$ cat config.mk
export PLATFORM = sky130hd
export DESIGN_NAME = valida_rega_multi
export DESIGN_NICKNAME = d
export VERILOG_FILES = /design/src/rtl/valida_rega_multi.sv
export SDC_FILE = /design/constraint.sdc
export NUM_CORES = 1
export LEC_CHECK = 0
export ABC_AREA = 1
export BUFFER_PORTS_ARGS = -buffer_cell sky130_fd_sc_hd__buf_2
export CORE_MARGIN = 2
export CORE_UTILIZATION = 45
export DETAILED_ROUTE_END_ITERATION = 8
export PLACE_DENSITY_LB_ADDON = 0.15
export SYNTH_ARGS = -nofsm -noshare
export SYNTH_HDL_FRONTEND = slang
export SYNTH_SLANG_ARGS = --single-unit
$ cat constraint.sdc
create_clock -name clk -period 1.9 [get_ports clk]
set_clock_uncertainty 0.1 [all_clocks]
set_input_delay 0.095 -clock clk [delete_from_list [all_inputs] [get_ports clk]]
set_output_delay 0.095 -clock clk [all_outputs]
set_load 0.01 [all_outputs]
$ cat src/rtl/valida_rega_multi.sv
// Multi-zone irrigation validator: per-zone request debounce, minimum valve-open time,
// interlocks and latched error codes. Optional macro ERRO_AUTOLIMPA_EN enables error self-clear.
module valida_rega_multi #(
    parameter int ZONAS      = 4,
    parameter int DEB_CICLOS = 4,
    parameter int TEMPO_MIN  = 16
) (
    input  logic                 clk,
    input  logic                 reset_n,
    input  logic [ZONAS-1:0]     asp,
    input  logic [ZONAS-1:0]     got,
    input  logic [1:0]           mef1,
    input  logic                 limpeza,
    input  logic                 ve,
    input  logic                 limpa_erro,
    output logic [2*ZONAS-1:0]   rega,
    output logic [ZONAS-1:0]     erro_zona,
    output logic [2*ZONAS-1:0]   erro_cod,
    output logic                 erro
);

    localparam int DW = $clog2(DEB_CICLOS + 1);
    localparam int HW = $clog2(TEMPO_MIN + 1);
    localparam logic [DW-1:0] DEB_CARGA  = DW'(DEB_CICLOS - 1);
    localparam logic [HW-1:0] HOLD_CARGA = HW'(TEMPO_MIN - 1);

    localparam logic [2:0] OCIOSO      = 3'd0;
    localparam logic [2:0] CONFIRMA    = 3'd1;
    localparam logic [2:0] REGANDO_ASP = 3'd2;
    localparam logic [2:0] REGANDO_GOT = 3'd3;
    localparam logic [2:0] ERRO        = 3'd4;

    localparam logic [1:0] COD_ESTADO     = 2'b00;
    localparam logic [1:0] COD_SENSOR     = 2'b01;
    localparam logic [1:0] COD_ENCHIMENTO = 2'b10;
    localparam logic [1:0] COD_LIMPEZA    = 2'b11;

    // Global interlock shared by all zones.
    logic bloqueio;
    assign bloqueio = ve | limpeza | (mef1 != 2'b11);

    genvar z;
    generate
        for (z = 0; z < ZONAS; z++) begin : g_zona
            logic [2:0]    state_q, state_d;
            logic [DW-1:0] deb_q, deb_d;
            logic [HW-1:0] hold_q, hold_d;
            logic          modo_q, modo_d;
            logic [1:0]    cod_q, cod_d;
            logic          req, sensor, falha_req, mesmo;
            logic [1:0]    cod_falha;

            assign req       = asp[z] | got[z];
            assign sensor    = asp[z] & got[z];
            assign falha_req = sensor | (req & bloqueio);
            // modo_q = 1 means sprinkler; "mesmo" is true only while the stored mode alone is requested.
            assign mesmo     = modo_q ? (asp[z] & ~got[z]) : (got[z] & ~asp[z]);

            always_comb begin
                cod_falha = COD_ESTADO;
                if (sensor)       cod_falha = COD_SENSOR;
                else if (ve)      cod_falha = COD_ENCHIMENTO;
                else if (limpeza) cod_falha = COD_LIMPEZA;
            end

            always_comb begin
                state_d = state_q;
                deb_d   = deb_q;
                hold_d  = hold_q;
                modo_d  = modo_q;
                cod_d   = cod_q;
                case (state_q)
                    OCIOSO: begin
                        if (falha_req) begin
                            state_d = ERRO;
                            cod_d   = cod_falha;
                            deb_d   = DEB_CARGA;
                        end else if (asp[z] ^ got[z]) begin
                            state_d = CONFIRMA;
                            modo_d  = asp[z];
                            deb_d   = DEB_CARGA;
                        end
                    end
                    CONFIRMA: begin
                        if (falha_req) begin
                            state_d = ERRO;
                            cod_d   = cod_falha;
                            deb_d   = DEB_CARGA;
                        end else if (!mesmo) begin
                            state_d = OCIOSO;
                        end else if (deb_q != '0) begin
                            deb_d = deb_q - 1'b1;
                        end else begin
                            state_d = modo_q ? REGANDO_ASP : REGANDO_GOT;
                            hold_d  = HOLD_CARGA;
                        end
                    end
                    REGANDO_ASP, REGANDO_GOT: begin
                        if (hold_q != '0) hold_d = hold_q - 1'b1;
                        // Interlocks abort the minimum open time even with no request present.
                        if (sensor | bloqueio) begin
                            state_d = ERRO;
                            cod_d   = cod_falha;
                            deb_d   = DEB_CARGA;
                        end else if (!mesmo && hold_q == '0) begin
                            state_d = OCIOSO;
                        end
                    end
                    ERRO: begin
                        if (limpa_erro && !req) begin
                            state_d = OCIOSO;
                        end
`ifdef ERRO_AUTOLIMPA_EN
                        else if (req) begin
                            deb_d = DEB_CARGA;
                        end else if (deb_q == '0) begin
                            state_d = OCIOSO;
                        end else begin
                            deb_d = deb_q - 1'b1;
                        end
`endif
                    end
                    default: state_d = OCIOSO;
                endcase
            end

            always_ff @(posedge clk or negedge reset_n) begin
                if (!reset_n) begin
                    state_q <= OCIOSO;
                    deb_q   <= '0;
                    hold_q  <= '0;
                    modo_q  <= 1'b0;
                    cod_q   <= '0;
                end else begin
                    state_q <= state_d;
                    deb_q   <= deb_d;
                    hold_q  <= hold_d;
                    modo_q  <= modo_d;
                    cod_q   <= cod_d;
                end
            end

            assign rega[2*z+1]        = (state_q == REGANDO_ASP);
            assign rega[2*z]          = (state_q == REGANDO_GOT);
            assign erro_zona[z]       = (state_q == ERRO);
            assign erro_cod[2*z+1 -: 2] = (state_q == ERRO) ? cod_q : 2'b00;
        end
    endgenerate

    assign erro = |erro_zona;

endmodule

# After elaboration in Yosys (flattened, before gate mapping)
# Index checks and enable logic that the tools add are counted.
[totals]
input_bits = 15
elab_cells = 326
ff_bits = 56
[classes]
addsub = 8
muxes = 114
eq_ne = 65
bitwise = 46
reduce_logical = 73
[op_table]
columns = ["cell", "n"]
rows = [
  ["2-to-1 mux 3 bit", 56],
  ["2-to-1 mux 5 bit", 16],
  ["!= test 3 bit, second input constant", 16],
  ["one-hot mux 3 bit (4 select lines)", 4],
  ["!= test 2 bit, second input constant", 21],
  ["one-hot mux 5 bit (2 select lines)", 4],
  ["AND reduction 5 bit", 8],
  ["2-to-1 mux 2 bit", 18],
  ["one-hot mux 3 bit (3 select lines)", 4],
  ["== test 3 x 2 -> 1 bit, second input constant", 8],
  ["AND reduction 3 bit", 8],
  ["nonzero test 3 bit", 8],
  ["logical NOT 5 bit", 4],
  ["nonzero test 5 bit", 4],
  ["subtractor 5 x 1 -> 5 bit, second input constant", 4],
  ["AND 1 bit", 16],
  ["!= test 2 x 1 -> 1 bit, second input constant", 8],
  ["!= test 4 bit, second input constant", 4],
  ["one-hot mux 2 bit (2 select lines)", 4],
  ["AND reduction 4 bit", 4],
  ["nonzero test 2 bit", 8],
  ["OR reduction 2 bit", 8],
  ["bitwise OR 1 bit", 14],
  ["== test 3 x 1 -> 1 bit, second input constant", 4],
  ["9 further kinds", 53],
]

# Longest topological paths before layout
[depth]
word_depth = 8
mapped_depth = 11
mapped_depth_nobuf = 11

# Least setup slack after synthesis
# OpenSTA, ideal clock, no wires.
[synth_path]
path_type = "reg-to-reg"
startpoint = "reg g_zona[1].deb_q[0]"
endpoint = "reg g_zona[1].hold_q[4]"
required_ns = 1.681
n_path_buf = 0
arrival_time_ns = 1.297
path_stages_with_launch = 10
setup_slack_ns = 0.384
path_cell_list = "dfrtp_1 > inv_1 > ha_1 > inv_1 > nor2_2 > nand3_2 > o21ai_4 > nand3_4 > nand2_1 > nand2_1"
[synth_between]
elab_chain_cells = 3
[synth_rtl]
columns = ["item", "line_no", "rtl"]
rows = [
  ["start, declared", "46", "logic [DW-1:0] deb_q, deb_d;"],
  ["start signal, assigned", "130", "deb_q <= '0;"],
  ["start signal, assigned", "136", "deb_q <= deb_d;"],
  ["nonzero test 3 bit", "91", "end else if (deb_q != '0) begin"],
  ["!= test 2 bit (no source line)", "n/a", ""],
  ["AND reduction 5 bit (no source line)", "n/a", ""],
  ["end signal, assigned", "137", "hold_q <= hold_d;"],
  ["end, declared", "47", "logic [HW-1:0] hold_q, hold_d;"],
]
# Every way passes these cells.
# A chain may end at the register's enable or synchronous reset.

# Worst setup path in the final report
[layout_path]
startpoint = "reg g_zona[0].state_q[0]"
endpoint = "out erro_cod[0]"
[layout_between]
elab_chain_cells = 2
[layout_rtl]
columns = ["item", "line_no", "rtl"]
rows = [
  ["start, declared", "45", "logic [2:0] state_q, state_d;"],
  ["start signal, assigned", "135", "state_q <= state_d;"],
  ["== test 3 bit", "146", "assign erro_cod[2*z+1 -: 2] = (state_q == ERRO) ? cod_q : 2'b00;"],
  ["2-to-1 mux 2 bit", "146", ""],
  ["end, declared", "18", "output logic [2*ZONAS-1:0] erro_cod,"],
]
# Every way passes these cells.

==> results.sh <==
export IMPL_antenna_found_initial=0
export IMPL_layout_min_cycle_time_ns=1.763
export IMPL_nFillCells=878
export IMPL_slew_headroom=0.6678
export IMPL_syn_num_nets=572
export IMPL_synth_distinct_cells=36
export IMPL_powerDensity_nw_per_um2=935.4
export IMPL_drtPass1Iterations=4
export IMPL_ir_drop_mv=0.4662
export IMPL_grt_overflow=0
export IMPL_clk_latency_ns=0.31
export IMPL_h_tree_depth=2
export IMPL_grt_pass1_wl_um=14410
export IMPL_first_iter_violations=141
export IMPL_worstSetupPathType="reg2out"
export IMPL_vias=3342
export IMPL_clockBufferDepth=2
export IMPL_cts_setup_buffers=0
export IMPL_die_width_um=98.31
export IMPL_clockRootBuffer="clkbuf_8"
export IMPL_hp_class="in2reg"
export IMPL_ant_nets=0
export IMPL_cp_start_kind="flip-flop"
export IMPL_crit_arrival_ns=1.57
export IMPL_crit_required_ns=1.70
export IMPL_n_antenna_cell=0
export IMPL_wl_um=8152
export IMPL_period_share=0.9277
export IMPL_cts_sinks=56
export IMPL_grt_max_degree=39
export IMPL_synthCells=529
export IMPL_drive_above_1_share=0.2010
export IMPL_setup_violations=0
export IMPL_grt_pass1_vias=3221
export IMPL_finalHoldViolations=0
export IMPL_path_clk_slew_ns=0.10
export IMPL_cp_max_fo=7
export IMPL_synth_area_per_cell_um2=7.566
export IMPL_viasPerCell=4.879
export IMPL_ys_warn_count=0
export IMPL_final_cell_mix="118 x nand2_1, 88 x inv_1, 58 x nor2_1"
export IMPL_routabilityCongestion=0.8311
export IMPL_worst_slew_pin_slew_ns=0.4983
export IMPL_num_rows=34
export IMPL_endpoint_kind="primary output"
export IMPL_portBuffers=35
export IMPL_syn_area_um2=4003
export IMPL_grt_total_usage=0.1790
export IMPL_rsz0062_at_grt="no"
export IMPL_core_um2=8678
export IMPL_drv_cap=0
export IMPL_drc=0
export IMPL_worst_slack_ns=0.1374
export IMPL_cts_tree="yes"
export IMPL_pre_cts_slack_ns=0.2789
export IMPL_wl_per_cell_um=11.90
export IMPL_ys_seq_area_frac=0.3501
export IMPL_io_pins=36
export IMPL_area_growth_pct=11.72
export IMPL_die_h_um=98.31
export IMPL_die_area_um2=9665
export IMPL_dp_hpwl_um=6391
export IMPL_synth_seq_cells=56
export IMPL_leakage_nw=2.429
export IMPL_setup_tns_ns=0
export IMPL_status="finished, final reports clean"
export IMPL_drv_slew=0
export IMPL_fmax_ghz=0.5674
export IMPL_fin_nets=619
export IMPL_final_common_cell="nand2_1"
export IMPL_initial_core_util=0.4612
export IMPL_cts_buffers=5
state kept, by name (all words and copies together) (netlist names):
signal          cells
g_zona.cod_q        8
g_zona.deb_q       12
g_zona.hold_q      20
g_zona.modo_q       4
g_zona.state_q     12
final cells by class:
type	instances	area [um^2]	share of cell area
well taps	108	135.1	0.03022
inverters	100	382.9	0.08562
flip-flops and latches	56	1401	0.3134
multi-input cells	373	2227	0.4980
repair buffers	40	235.2	0.05260
clock buffers	8	90.09	0.02015
where the power goes:
| part | switching (W) | internal, W | leakage (nW) |
|---|---|---|---|
| sequential | 0.000215 | 0.00148 | 0.672 |
| combinational | 0.00120 | 0.000615 | 1.71 |
| clock | 0.000381 | 0.000299 | 0.0455 |
| total | 0.00179 | 0.00239 | 2.43 |
cells in the mapped netlist:
cell      instances  area, um^2
o211ai_1          1       7.510
inv_1            88       330.3
a21oi_2           5       43.79
nand3_2           5       50.05
nand3_1          41       205.2
nand2_8           2       40.04
nor3_2            1       10.01
nand2_1         118       442.9
nand2_2           7       43.79
and3_1            1       6.260
o21ai_1          15       75.07
inv_4             1       6.260
nor3_4            1       16.27
o21ai_4           2       32.53
nand4_2           1       12.51
nand3_4           2       35.03
ha_1             28       350.3
xor2_1            4       35.03
inv_6             1       8.760
dfrtp_1          56        1401
or2_2             5       31.28
a31oi_1           2       12.51
o21ai_2          10       87.58
o21ai_0          20       100.1
nor2_2            7       43.79
nor2_1           58       217.7
nand3b_4          1       20.02
nor3_1            2       10.01
a21oi_1           4       20.02
inv_2            10       37.54
nor2_4            4       45.04
o211a_1           2       20.02
xnor2_1           2       17.52
nand4_1          14       87.58
nand2_4           7       78.83
nor2_8            1       20.02
through the flow:
step / std cells / hold WS [ns] / total power (W) / util / area, um^2
after global routing: 685 / 0.01430 / 0.004572 / 0.5153 / 4472
after floorplan: 529 / -0.3006 / 0.002989 / - / 4003
after detailed placement: 673 / -0.004600 / 0.003522 / 0.4993 / 4333
final: 685 / 0.009229 / 0.004183 / 0.5153 / 4472
after CTS: 685 / 0.0001623 / 0.004231 / 0.5143 / 4463
after global placement: 673 / -0.01036 / 0.003484 / 0.4993 / 4333
worst paths after layout:
path | slack (ns) | depth (start not counted) | endpoint | startpoint
min in group asynchronous | 0.18 | 2 | g_zona[0].modo_q$_DFFE_PN0P_ | reset_n
max in group asynchronous | 0.95 | 3 | g_zona[2].deb_q[1]$_DFFE_PN0P_ | reset_n
min | 0.009 | 3 | g_zona[2].modo_q$_DFFE_PN0P_ | asp[2]
min reg2reg | 0.38 | 1 | g_zona[0].deb_q[0]$_DFFE_PN0P_ | g_zona[0].deb_q[0]$_DFFE_PN0P_
max reg2reg | 0.27 | 9 | g_zona[1].hold_q[1]$_DFFE_PN0P_ | g_zona[1].deb_q[0]$_DFFE_PN0P_
max | 0.14 | 4 | erro_cod[0] | g_zona[0].state_q[0]$_DFFE_PN0P_
critical path, stage by stage, from the launching register on:
cell,delay [ns]
dfrtp_1,0.48
nor3_2,0.29
inv_1,0.13
nor2_1,0.19
buf_2,0.17
cells by family (layout without fill, tap and decap cells):
family	count (synthesis)	in the layout	synth area share
xor+xnor	6	6	0.01313
flops	56	56	0.3501
compound gates	61	61	0.09972
simple gates	278	278	0.3539
fa+ha+maj	28	28	0.08753
buf+inv	100	148	0.09566
per-layer routing:
metal  part of all wire  wire, um  GRT usage  up-vias
met2               0.47      3833     0.3019       33
met1               0.50      4041     0.2423     1533
met3              0.025       201    0.02863        8
li1                   -         -          -     1768
met5                  0         0          0        -
met4             0.0092        75    0.04215        0
repair_timing:
item,in CTS,in global routing
setup endpoints to repair,0,8
gates resized for setup,0,2
hold endpoints to repair,21,0
hold buffers,4,0
Note: power is estimated with default switching activity, not from simulation.
